### src/rtl/rv_ctrl_pkg.sv
// ============================================================================
// rv_ctrl_pkg : shared encodings for the multicycle RV32I control path
// Rev 1.0 - initial release
// ============================================================================
`default_nettype none

package rv_ctrl_pkg;

  localparam logic [6:0] c_opc_lui    = 7'b0110111;
  localparam logic [6:0] c_opc_auipc  = 7'b0010111;
  localparam logic [6:0] c_opc_jal    = 7'b1101111;
  localparam logic [6:0] c_opc_jalr   = 7'b1100111;
  localparam logic [6:0] c_opc_branch = 7'b1100011;
  localparam logic [6:0] c_opc_load   = 7'b0000011;
  localparam logic [6:0] c_opc_store  = 7'b0100011;
  localparam logic [6:0] c_opc_opimm  = 7'b0010011;
  localparam logic [6:0] c_opc_op     = 7'b0110011;

  localparam logic [2:0] c_imm_u = 3'b000;
  localparam logic [2:0] c_imm_i = 3'b001;
  localparam logic [2:0] c_imm_s = 3'b010;
  localparam logic [2:0] c_imm_b = 3'b011;
  localparam logic [2:0] c_imm_j = 3'b100;

  localparam logic [1:0] c_alu_add   = 2'b00;
  localparam logic [1:0] c_alu_cmp   = 2'b01;
  localparam logic [1:0] c_alu_funct = 2'b10;

  localparam logic [1:0] c_wb_alu = 2'b00;
  localparam logic [1:0] c_wb_mem = 2'b01;
  localparam logic [1:0] c_wb_pc4 = 2'b10;
  localparam logic [1:0] c_wb_imm = 2'b11;

  localparam logic [1:0] c_cause_none    = 2'b00;
  localparam logic [1:0] c_cause_illegal = 2'b01;
  localparam logic [1:0] c_cause_timeout = 2'b10;

  typedef enum logic [2:0] {
    ST_FETCH     = 3'd0,
    ST_DECODE    = 3'd1,
    ST_EXECUTE   = 3'd2,
    ST_MEMORY    = 3'd3,
    ST_WRITEBACK = 3'd4,
    ST_TRAP      = 3'd5,
    ST_HALT      = 3'd6
  } state_e;

  typedef enum logic [3:0] {
    CL_LUI, CL_AUIPC, CL_JAL, CL_JALR, CL_BRANCH,
    CL_LOAD, CL_STORE, CL_OPIMM, CL_OP, CL_ILLEGAL
  } class_e;

  function automatic class_e decode_class(input logic [6:0] opc);
    case (opc)
      c_opc_lui:    return CL_LUI;
      c_opc_auipc:  return CL_AUIPC;
      c_opc_jal:    return CL_JAL;
      c_opc_jalr:   return CL_JALR;
      c_opc_branch: return CL_BRANCH;
      c_opc_load:   return CL_LOAD;
      c_opc_store:  return CL_STORE;
      c_opc_opimm:  return CL_OPIMM;
      c_opc_op:     return CL_OP;
      default:      return CL_ILLEGAL;
    endcase
  endfunction

  function automatic logic [2:0] imm_sel_of(input class_e cls);
    case (cls)
      CL_LUI, CL_AUIPC: return c_imm_u;
      CL_STORE:         return c_imm_s;
      CL_BRANCH:        return c_imm_b;
      CL_JAL:           return c_imm_j;
      default:          return c_imm_i;
    endcase
  endfunction

endpackage

`default_nettype wire

### src/rtl/rv_multicycle_controller_timeout.sv
// ============================================================================
// rv_mem_timeout : counts cycles a memory request waits, flags expiry
// Rev 1.0 - initial release
// ============================================================================
`default_nettype none

module rv_mem_timeout #(
  parameter int MEM_TIMEOUT = 64
) (
  input  logic clk,
  input  logic rst,
  input  logic wait_i,
  output logic expire_o
);

  generate
    if (MEM_TIMEOUT == 0) begin : g_disabled
      logic w_unused;
      assign w_unused = ^{clk, rst, wait_i};
      assign expire_o = 1'b0;
    end else begin : g_enabled
      localparam int c_cw = $clog2(MEM_TIMEOUT + 1);
      logic [c_cw-1:0] count_q;

      always_ff @(posedge clk or posedge rst) begin
        if (rst) begin
          count_q <= '0;
        end else if (!wait_i) begin
          count_q <= '0;
        end else if (count_q != c_cw'(MEM_TIMEOUT)) begin
          count_q <= count_q + 1'b1;
        end
      end

      // Fires on the MEM_TIMEOUT-th consecutive waiting cycle; a ready in that cycle wins.
      assign expire_o = wait_i && (count_q == c_cw'(MEM_TIMEOUT - 1));
    end
  endgenerate

endmodule

`default_nettype wire

### src/rtl/rv_multicycle_controller.sv
// ============================================================================
// rv_multicycle_controller : fetch/decode/execute/memory/writeback control FSM
// Optional perf counters enabled by macro CTRL_PERF_COUNTERS_EN.
// Rev 1.0 - initial release
// ============================================================================
`default_nettype none

module rv_multicycle_controller
  import rv_ctrl_pkg::*;
#(
  parameter int MEM_TIMEOUT  = 64,
  parameter bit RESET_HALTED = 1'b0
) (
  input  logic        clk,
  input  logic        rst,
  input  logic [31:0] instruction_register,
  input  logic        branch_taken,
  input  logic        mem_ready,
  output logic        mem_req,
  output logic        mem_we,
  output logic        mem_addr_sel,
  output logic        ir_write,
  output logic [2:0]  immediate_select,
  output logic        alu_src_a,
  output logic        alu_src_b,
  output logic [1:0]  alu_op,
  output logic        pc_write,
  output logic        pc_src,
  output logic        reg_write,
  output logic [1:0]  wb_select,
  output logic        trap,
  output logic [1:0]  trap_cause
`ifdef CTRL_PERF_COUNTERS_EN
  ,
  output logic [31:0] cycle_count,
  output logic [31:0] instret_count
`endif
);

  state_e      state_q;
  class_e      class_q;
  class_e      class_d;
  logic        mem_req_q, mem_we_q, mem_addr_sel_q;
  logic [2:0]  imm_sel_q;
  logic        alu_src_a_q, alu_src_b_q;
  logic [1:0]  alu_op_q;
  logic        pc_write_q, pc_src_q, reg_write_q;
  logic [1:0]  wb_select_q;
  logic        trap_q;
  logic [1:0]  trap_cause_q;
  logic        w_accept, w_expire, w_rd_nz;
  logic        w_unused_ir;

  assign class_d     = decode_class(instruction_register[6:0]);
  assign w_rd_nz     = (instruction_register[11:7] != 5'd0);
  assign w_accept    = mem_req_q & mem_ready;
  assign w_unused_ir = ^instruction_register[31:12];

  rv_mem_timeout #(
    .MEM_TIMEOUT (MEM_TIMEOUT)
  ) u_timeout (
    .clk      (clk),
    .rst      (rst),
    .wait_i   (mem_req_q & ~mem_ready),
    .expire_o (w_expire)
  );

  always_ff @(posedge clk or posedge rst) begin
    if (rst) begin
      state_q        <= RESET_HALTED ? ST_HALT : ST_FETCH;
      class_q        <= CL_ILLEGAL;
      mem_req_q      <= 1'b0;
      mem_we_q       <= 1'b0;
      mem_addr_sel_q <= 1'b0;
      imm_sel_q      <= c_imm_u;
      alu_src_a_q    <= 1'b0;
      alu_src_b_q    <= 1'b0;
      alu_op_q       <= c_alu_add;
      pc_write_q     <= 1'b0;
      pc_src_q       <= 1'b0;
      reg_write_q    <= 1'b0;
      wb_select_q    <= c_wb_alu;
      trap_q         <= 1'b0;
      trap_cause_q   <= c_cause_none;
    end else begin
      pc_write_q  <= 1'b0;
      reg_write_q <= 1'b0;
      case (state_q)
        ST_FETCH: begin
          // Outputs come out of reset low, so the first fetch raises the request a cycle late.
          if (!mem_req_q) begin
            mem_req_q <= 1'b1;
          end else if (mem_ready) begin
            mem_req_q <= 1'b0;
            state_q   <= ST_DECODE;
          end else if (w_expire) begin
            mem_req_q    <= 1'b0;
            trap_q       <= 1'b1;
            trap_cause_q <= c_cause_timeout;
            state_q      <= ST_TRAP;
          end
        end
        ST_DECODE: begin
          class_q <= class_d;
          if (class_d == CL_ILLEGAL) begin
            trap_q       <= 1'b1;
            trap_cause_q <= c_cause_illegal;
            state_q      <= ST_TRAP;
          end else begin
            imm_sel_q   <= imm_sel_of(class_d);
            alu_src_a_q <= class_d inside {CL_AUIPC, CL_JAL};
            alu_src_b_q <= !(class_d inside {CL_BRANCH, CL_OP});
            alu_op_q    <= (class_d == CL_BRANCH) ? c_alu_cmp :
                           (class_d inside {CL_OPIMM, CL_OP}) ? c_alu_funct : c_alu_add;
            pc_write_q  <= class_d inside {CL_BRANCH, CL_JAL, CL_JALR};
            pc_src_q    <= class_d inside {CL_JAL, CL_JALR};
            state_q     <= ST_EXECUTE;
          end
        end
        ST_EXECUTE: begin
          pc_src_q <= 1'b0;
          case (class_q)
            CL_BRANCH: begin
              alu_src_a_q <= 1'b0;
              alu_src_b_q <= 1'b0;
              alu_op_q    <= c_alu_add;
              mem_req_q   <= 1'b1;
              state_q     <= ST_FETCH;
            end
            CL_LOAD, CL_STORE: begin
              mem_req_q      <= 1'b1;
              mem_addr_sel_q <= 1'b1;
              mem_we_q       <= (class_q == CL_STORE);
              state_q        <= ST_MEMORY;
            end
            default: begin
              alu_src_a_q <= 1'b0;
              alu_src_b_q <= 1'b0;
              alu_op_q    <= c_alu_add;
              reg_write_q <= w_rd_nz;
              pc_write_q  <= !(class_q inside {CL_JAL, CL_JALR});
              wb_select_q <= (class_q inside {CL_JAL, CL_JALR}) ? c_wb_pc4 :
                             (class_q == CL_LUI) ? c_wb_imm : c_wb_alu;
              state_q     <= ST_WRITEBACK;
            end
          endcase
        end
        ST_MEMORY: begin
          if (mem_ready || w_expire) begin
            mem_req_q      <= 1'b0;
            mem_we_q       <= 1'b0;
            mem_addr_sel_q <= 1'b0;
            alu_src_a_q    <= 1'b0;
            alu_src_b_q    <= 1'b0;
            alu_op_q       <= c_alu_add;
          end
          if (mem_ready) begin
            if (class_q == CL_STORE) begin
              mem_req_q <= 1'b1;
              state_q   <= ST_FETCH;
            end else begin
              reg_write_q <= w_rd_nz;
              pc_write_q  <= 1'b1;
              wb_select_q <= c_wb_mem;
              state_q     <= ST_WRITEBACK;
            end
          end else if (w_expire) begin
            trap_q       <= 1'b1;
            trap_cause_q <= c_cause_timeout;
            state_q      <= ST_TRAP;
          end
        end
        ST_WRITEBACK: begin
          wb_select_q <= c_wb_alu;
          mem_req_q   <= 1'b1;
          state_q     <= ST_FETCH;
        end
        ST_TRAP, ST_HALT: begin
          state_q <= state_q;
        end
        default: begin
          state_q <= ST_HALT;
        end
      endcase
    end
  end

  assign mem_req          = mem_req_q;
  assign mem_we           = mem_we_q;
  assign mem_addr_sel     = mem_addr_sel_q;
  assign ir_write         = (state_q == ST_FETCH) & w_accept;
  assign immediate_select = imm_sel_q;
  assign alu_src_a        = alu_src_a_q;
  assign alu_src_b        = alu_src_b_q;
  assign alu_op           = alu_op_q;
  // Store retires its PC update in the cycle memory accepts it.
  assign pc_write         = pc_write_q |
                            ((state_q == ST_MEMORY) & (class_q == CL_STORE) & w_accept);
  assign pc_src           = ((state_q == ST_EXECUTE) && (class_q == CL_BRANCH)) ?
                            branch_taken : pc_src_q;
  assign reg_write        = reg_write_q;
  assign wb_select        = wb_select_q;
  assign trap             = trap_q;
  assign trap_cause       = trap_cause_q;

`ifdef CTRL_PERF_COUNTERS_EN
  logic [31:0] cycle_count_q, instret_count_q;
  logic        w_retire, w_frozen;

  assign w_frozen = (state_q == ST_TRAP) || (state_q == ST_HALT);
  assign w_retire = ((state_q == ST_EXECUTE) && (class_q == CL_BRANCH)) ||
                    ((state_q == ST_MEMORY) && (class_q == CL_STORE) && w_accept) ||
                    (state_q == ST_WRITEBACK);

  always_ff @(posedge clk or posedge rst) begin
    if (rst) begin
      cycle_count_q   <= '0;
      instret_count_q <= '0;
    end else if (!w_frozen) begin
      cycle_count_q <= cycle_count_q + 32'd1;
      if (w_retire) begin
        instret_count_q <= instret_count_q + 32'd1;
      end
    end
  end

  assign cycle_count   = cycle_count_q;
  assign instret_count = instret_count_q;
`endif

endmodule

`default_nettype wire

### config.mk
export PLATFORM = sky130hd
export DESIGN_NAME = rv_multicycle_controller
export DESIGN_NICKNAME = d
export VERILOG_FILES = /design/src/rtl/rv_ctrl_pkg.sv /design/src/rtl/rv_multicycle_controller_timeout.sv /design/src/rtl/rv_multicycle_controller.sv
export SDC_FILE = /design/constraint.sdc
export NUM_CORES = 1
export LEC_CHECK = 0
export ABC_AREA = 1
export CAP_MARGIN = 20
export CORE_UTILIZATION = 52
export CTS_CLUSTER_DIAMETER = 40
export CTS_CLUSTER_SIZE = 24
export DETAILED_ROUTE_END_ITERATION = 8
export PLACE_DENSITY = 0.84
export SETUP_SLACK_MARGIN = 0.5
export SYNTH_ARGS = -nofsm -noshare
export SYNTH_HDL_FRONTEND = slang
export SYNTH_SLANG_ARGS = --single-unit
### constraint.sdc
create_clock -name clk -period 3.3 [get_ports clk]
set_clock_uncertainty 0.05 [all_clocks]
set_input_delay 0.495 -clock clk [delete_from_list [all_inputs] [get_ports clk]]
set_output_delay 0.495 -clock clk [all_outputs]
set_load 0.05 [all_outputs]
Word level (Yosys, flattened, before mapping)
Index checks and enable logic that the tools add are counted.
{"block": "op_classes", "reduce_logical": 33, "bitwise_logic": 9, "add_sub_neg": 1, "muxes": 64, "eq_ne": 41}
{"operator": "one-hot mux 4 bit (9 select lines)", "count": 1}
{"operator": "== test 7 x 6 -> 1 bit, second input constant", "count": 4}
{"operator": "two-way mux 2 bit", "count": 14}
{"operator": "two-way mux 1 bit", "count": 26}
{"operator": "== test 4 x 3 -> 1 bit, second input constant", "count": 6}
{"operator": "== test 7 bit, second input constant", "count": 3}
{"operator": "!= test 2 bit, second input constant", "count": 10}
{"operator": "two-way mux 3 bit", "count": 6}
{"operator": "one-hot mux 2 bit (3 select lines)", "count": 3}
{"operator": "one-hot mux 3 bit (6 select lines)", "count": 1}
{"operator": "== test 4 x 2 -> 1 bit, second input constant", "count": 4}
{"operator": "== test 7 x 5 -> 1 bit, second input constant", "count": 2}
{"operator": "two-way mux 7 bit", "count": 2}
{"operator": "nonzero test 2 bit", "count": 7}
{"operator": "one-hot mux 1 bit (3 select lines)", "count": 4}
{"operator": "one-hot mux 3 bit (4 select lines)", "count": 1}
{"operator": "nonzero test 3 bit", "count": 4}
{"operator": "== test 3 bit, second input constant", "count": 3}
{"operator": "== test 4 bit, second input constant", "count": 2}
{"operator": "logical NOT 4 bit", "count": 2}
{"operator": "one-hot mux 1 bit (2 select lines)", "count": 4}
{"operator": "AND reduction 2 bit", "count": 4}
{"operator": "AND reduction 4 bit", "count": 2}
{"operator": "adder 7 x 1 -> 7 bit, second input constant", "count": 1}
{"operator": "other kinds (20)", "count": 32}
{"block": "totals", "in_bits": 36, "reg_bits": 32, "elab_cells": 164, "output_inout_bits": 19}

Longest topological paths before layout
{"block": "depth", "ltp_word": 8, "depth_mapped": 10, "mapped_depth_nobuf": 10}

Cells and area by module
From an unflattened synthesis, not the netlist that was laid out.
{"block": "hier_totals", "cells_unflattened": 275, "hier_area_um2": 1960.6}
{"module": "rv_multicycle_controller", "instances": 1, "cells_each": 220, "seq_area_each_um2": 628.1, "area_each_um2": 1552.7}
{"module": "rv_mem_timeout", "instances": 1, "cells_each": 55, "seq_area_each_um2": 175.2, "area_each_um2": 407.9}

Least setup slack after synthesis
Ideal clock, no wire load.
{"block": "synth_path", "path_type": "flip-flop to output port", "from": "register mem_req_q (netlist: mem_req)", "to": "output ir_write", "path_stages_with_launch": 3, "path_buffers": 0, "required_ns": 2.755, "path_slack_ns": 1.259, "arrival_time_ns": 1.496, "path_cell_list": "dfrtp_1 -> nand2_1 -> nor2_1"}
{"block": "synth_via", "elab_chain_cells": 2}
{"item": "start: declaration", "line": "rv_multicycle_controller.sv:43", "text": "logic mem_req_q, mem_we_q, mem_addr_sel_q;"}
{"item": "start signal: assignment", "line": "rv_multicycle_controller.sv:72", "text": "mem_req_q <= 1'b0;"}
{"item": "start signal: assignment", "line": "rv_multicycle_controller.sv:92", "text": "mem_req_q <= 1'b1;"}
{"item": "start signal: assignment", "line": "rv_multicycle_controller.sv:94", "text": "mem_req_q <= 1'b0;"}
{"item": "AND 1 bit", "line": "rv_multicycle_controller.sv:56", "text": "assign w_accept = mem_req_q & mem_ready;"}
{"item": "AND 1 bit", "line": "rv_multicycle_controller.sv:191", "text": "assign ir_write = (state_q == ST_FETCH) & w_accept;"}
{"item": "end: declaration", "line": "rv_multicycle_controller.sv:22", "text": "output logic ir_write,"}
No other way between the ends.

Final worst setup path
{"block": "layout_path", "from": "register state_q[0]", "to": "output ir_write"}
{"block": "layout_via", "elab_chain_cells": 2}
{"item": "start: declaration", "line": "rv_multicycle_controller.sv:40", "text": "state_e state_q;"}
{"item": "start signal: assignment", "line": "rv_multicycle_controller.sv:70", "text": "state_q <= RESET_HALTED ? ST_HALT : ST_FETCH;"}
{"item": "start signal: assignment", "line": "rv_multicycle_controller.sv:179", "text": "state_q <= state_q;"}
{"item": "logical NOT 3 bit", "line": "rv_multicycle_controller.sv:191"}
{"item": "AND 1 bit", "line": "rv_multicycle_controller.sv:191"}
No other way between the ends.

==> qor.yml <==
outcome:
  status: "finished clean"
floorplan:
  core_area_um2: 3690
  start_util_pct: 54.9
  num_rows: 22
  die_area_um2: 4150
  io-pin-count: 55
  dieHeight_um: 64.4
  die_w_um: 64.4
timing:
  rsz0062_at_grt: "false"
  period_share_pct: 82.0
  slew_violations: 0
  fmax_mhz: 370
  tns_ns: 0
  worst_pin_slew_ns: 0.551
  slew_headroom_pct: 62.9
  setup_violations: 0
  fin_crit_ns: 2.70
  hold_violations: 0
placed_design:
  dp_hpwl_um: 3200
  gp_congestion: 0.979
  port_buffers: 34
  placed_area_um2: 2420
clock_tree:
  h-tree-depth: 2
  cts-root-buf: "clkbuf_8"
  cts_tree: "yes"
  clockBufferDepth: 2
  clkSlewWorstSetupHoldPaths_ns: 0.06
  holdBufCountCts: 0
  cts.sinks: 32
  clock_latency_ns: 0.29
  cts_made_buffers: 5
  cts_setup_buffers: 0
global_route:
  grt_pass1_wl_um: 7490
  grt_usage_pct: 23.4
  grt_max_degree: 33
  grt_pass1_vias: 1759
  antenna_found_initial: 0
  grt-ovfl-total: 0
drt:
  wl_per_cell_um: 11.5
  first_pass_iters: 4
  viasPerCell: 5.24
  drc: 0
  ant_nets: 0
  first_iter_violations: 146
  via_count: 1911
  drt-total-wl_um: 4200
synthesis:
  syn_avg_cell_area_um2: 7.33
  synthFlopType: "dfrtp_1"
  post-synth-top-area-cell: "dfrtp_1"
  synth_warnings: 0
  ys_top_cells_by_area: "dfrtp_1, nand2_1, nand3_1, inv_1, nor2_1"
  synth.most_common_cell: "nand2_1"
  synth_cell_types: 28
  synth_area_um2: 2020
  synth_seq_cells: 32
  async_flop_share_pct: 100
  syn_nets: 314
  synth_seq_area_share_pct: 39.7
  yosysTopAreaCellShare_pct: 37.1
  synth_edf_count: 0
  netlist_instances: 276
  synthTopCellsByCount: "nand2_1, inv_1, nand3_1"
critical_path:
  cp.arrival_ns: 2.16
  cp_max_fo: 8
  crit_required_ns: 2.75
  crit_type: "register to output pin"
  ff2ff_path_depth: 10
  start_kind: "register"
  critPathCaptureType: "output pin"
layout:
  design_area_um2: 2500
  insertedDiodeCount: 0
  fin_nets: 354
  drive_above_1_share_pct: 13.9
  nFillCells: 322
  area_delta_synth_final_pct: 23.5
pwr:
  ir_drop_v: 0.000301
  p_leak_nw: 1.30
  powerDensity_nw_per_um2: 299
hold_path:
  hold_class: "register to register"
  whs_path_depth: 2
job:
  cap_violations: 0
==> metal layers <==
layer	wire length, um	global-route usage (%)	up-vias
li1	-	-	959
met1	1930	29.9	893
met2	1990	38.3	50
met3	203	5.00	9
met4	81	9.17	0
met5	0	0	-
==> worst max-delay path, cell delays in order, from the launching register on <==
cell	delay (ns)
dfrtp_1	0.52
inv_1	0.11
nand2_1	0.11
inv_1	0.09
nand2_1	0.09
nor2_1	0.14
clkdlybuf4s50_1	0.82
==> layout by cell type (no fill, tap or decap), drive strengths merged <==
| cell type | instances |
|---|---|
| nor2 | 39 |
| a22oi | 1 |
| a31o | 1 |
| o221ai | 1 |
| a21oi | 10 |
| ha | 2 |
| mux2 | 1 |
| dfstp | 2 |
| clkinv | 1 |
| clkdlybuf4s50 | 32 |
| nand4 | 5 |
| dlygate4sd2 | 2 |
| dfrtp | 30 |
| nand2 | 89 |
| nand3 | 35 |
| o211ai | 1 |
| buf | 2 |
| nor3 | 3 |
| o21ai | 14 |
| inv | 38 |
| clkbuf | 7 |
| o21a | 1 |
==> area by class of cell <==
| class | instances | area [um^2] | area share, % |
|---|---|---|---|
| Clock buffer | 7 | 76.3 | 3.05 |
| Clock inverter | 1 | 5.00 | 0.200 |
| Inverter | 38 | 143 | 5.70 |
| Multi-Input combinational cell | 203 | 1060 | 42.4 |
| Sequential cell | 32 | 803 | 32.1 |
| Tap cell | 48 | 60.1 | 2.40 |
| Timing Repair Buffer | 36 | 353 | 14.1 |
==> registers in the layout, indices dropped and copies added, names as in the netlist <==
register                     count
state_q                          3
mem_req                          1
wb_select                        2
mem_we                           1
reg_write                        1
trap                             1
alu_src_a                        1
pc_write_q                       1
alu_src_b                        1
immediate_select                 3
pc_src_q                         1
u_timeout.g_enabled.count_q      7
mem_addr_sel                     1
alu_op                           2
class_q                          4
trap_cause                       2
==> power by group <==
group	total [mW]	switching, mW	internal (mW)
combinational	0.0619	0.0339	0.0281
sequential	0.398	0.00312	0.395
clock	0.289	0.141	0.148
total	0.749	0.178	0.571
==> final timing paths <==
check / startpoint / endpoint / slack [ns]
max: state_q[0]$_DFFE_PP0P_ / ir_write / 0.60
min: trap$_DFFE_PP0P_ / trap$_DFFE_PP0P_ / 0.41
min in group asynchronous: rst / u_timeout.g_enabled.count_q[5]$_DFFE_PP0P_ / 0.53
max reg2reg: u_timeout.g_enabled.count_q[0]$_DFFE_PP0P_ / alu_op[0]$_DFFE_PP0P_ / 1.67
max in group asynchronous: rst / class_q[3]$_DFFE_PP1P_ / 2.33
min reg2reg: trap$_DFFE_PP0P_ / trap$_DFFE_PP0P_ / 0.41
==> cells by family (layout without fill, tap and decap cells) <==
| logic type | after synthesis | in the layout | share of synthesized area, % |
|---|---|---|---|
| and+or+nand+nor | 171 | 171 | 42.5 |
| buffers and inverters | 41 | 82 | 7.91 |
| DFF | 32 | 32 | 39.7 |
| AOI/OAI and AO/OA | 29 | 29 | 8.16 |
| adders and majority gates | 2 | 2 | 1.24 |
| muxes | 1 | 1 | 0.556 |
==> repair_timing <==
item / in CTS / in global routing
endpoints found under the hold margin: 0 / 0
endpoints found under the setup margin: 2 / 0
gates resized for setup: 2 / 0
==> stage by stage <==
| step | hold WS [ns] | power, mW | instances | worst slack (ns) | utilization, % |
|---|---|---|---|---|---|
| CTS | 0.417 | 0.753 | 365 | 0.625 | 67.8 |
| detailed placement | 0.401 | 0.468 | 357 | 0.700 | 65.7 |
| global route | 0.447 | 0.780 | 365 | 0.540 | 67.8 |
| global placement | 0.397 | 0.465 | 357 | 0.693 | 65.7 |
| finish | 0.409 | 0.749 | 365 | 0.595 | 67.8 |
| floorplan | 0.413 | 0.437 | 276 | 1.26 | - |
Note: power is estimated with default switching activity, not from simulation.
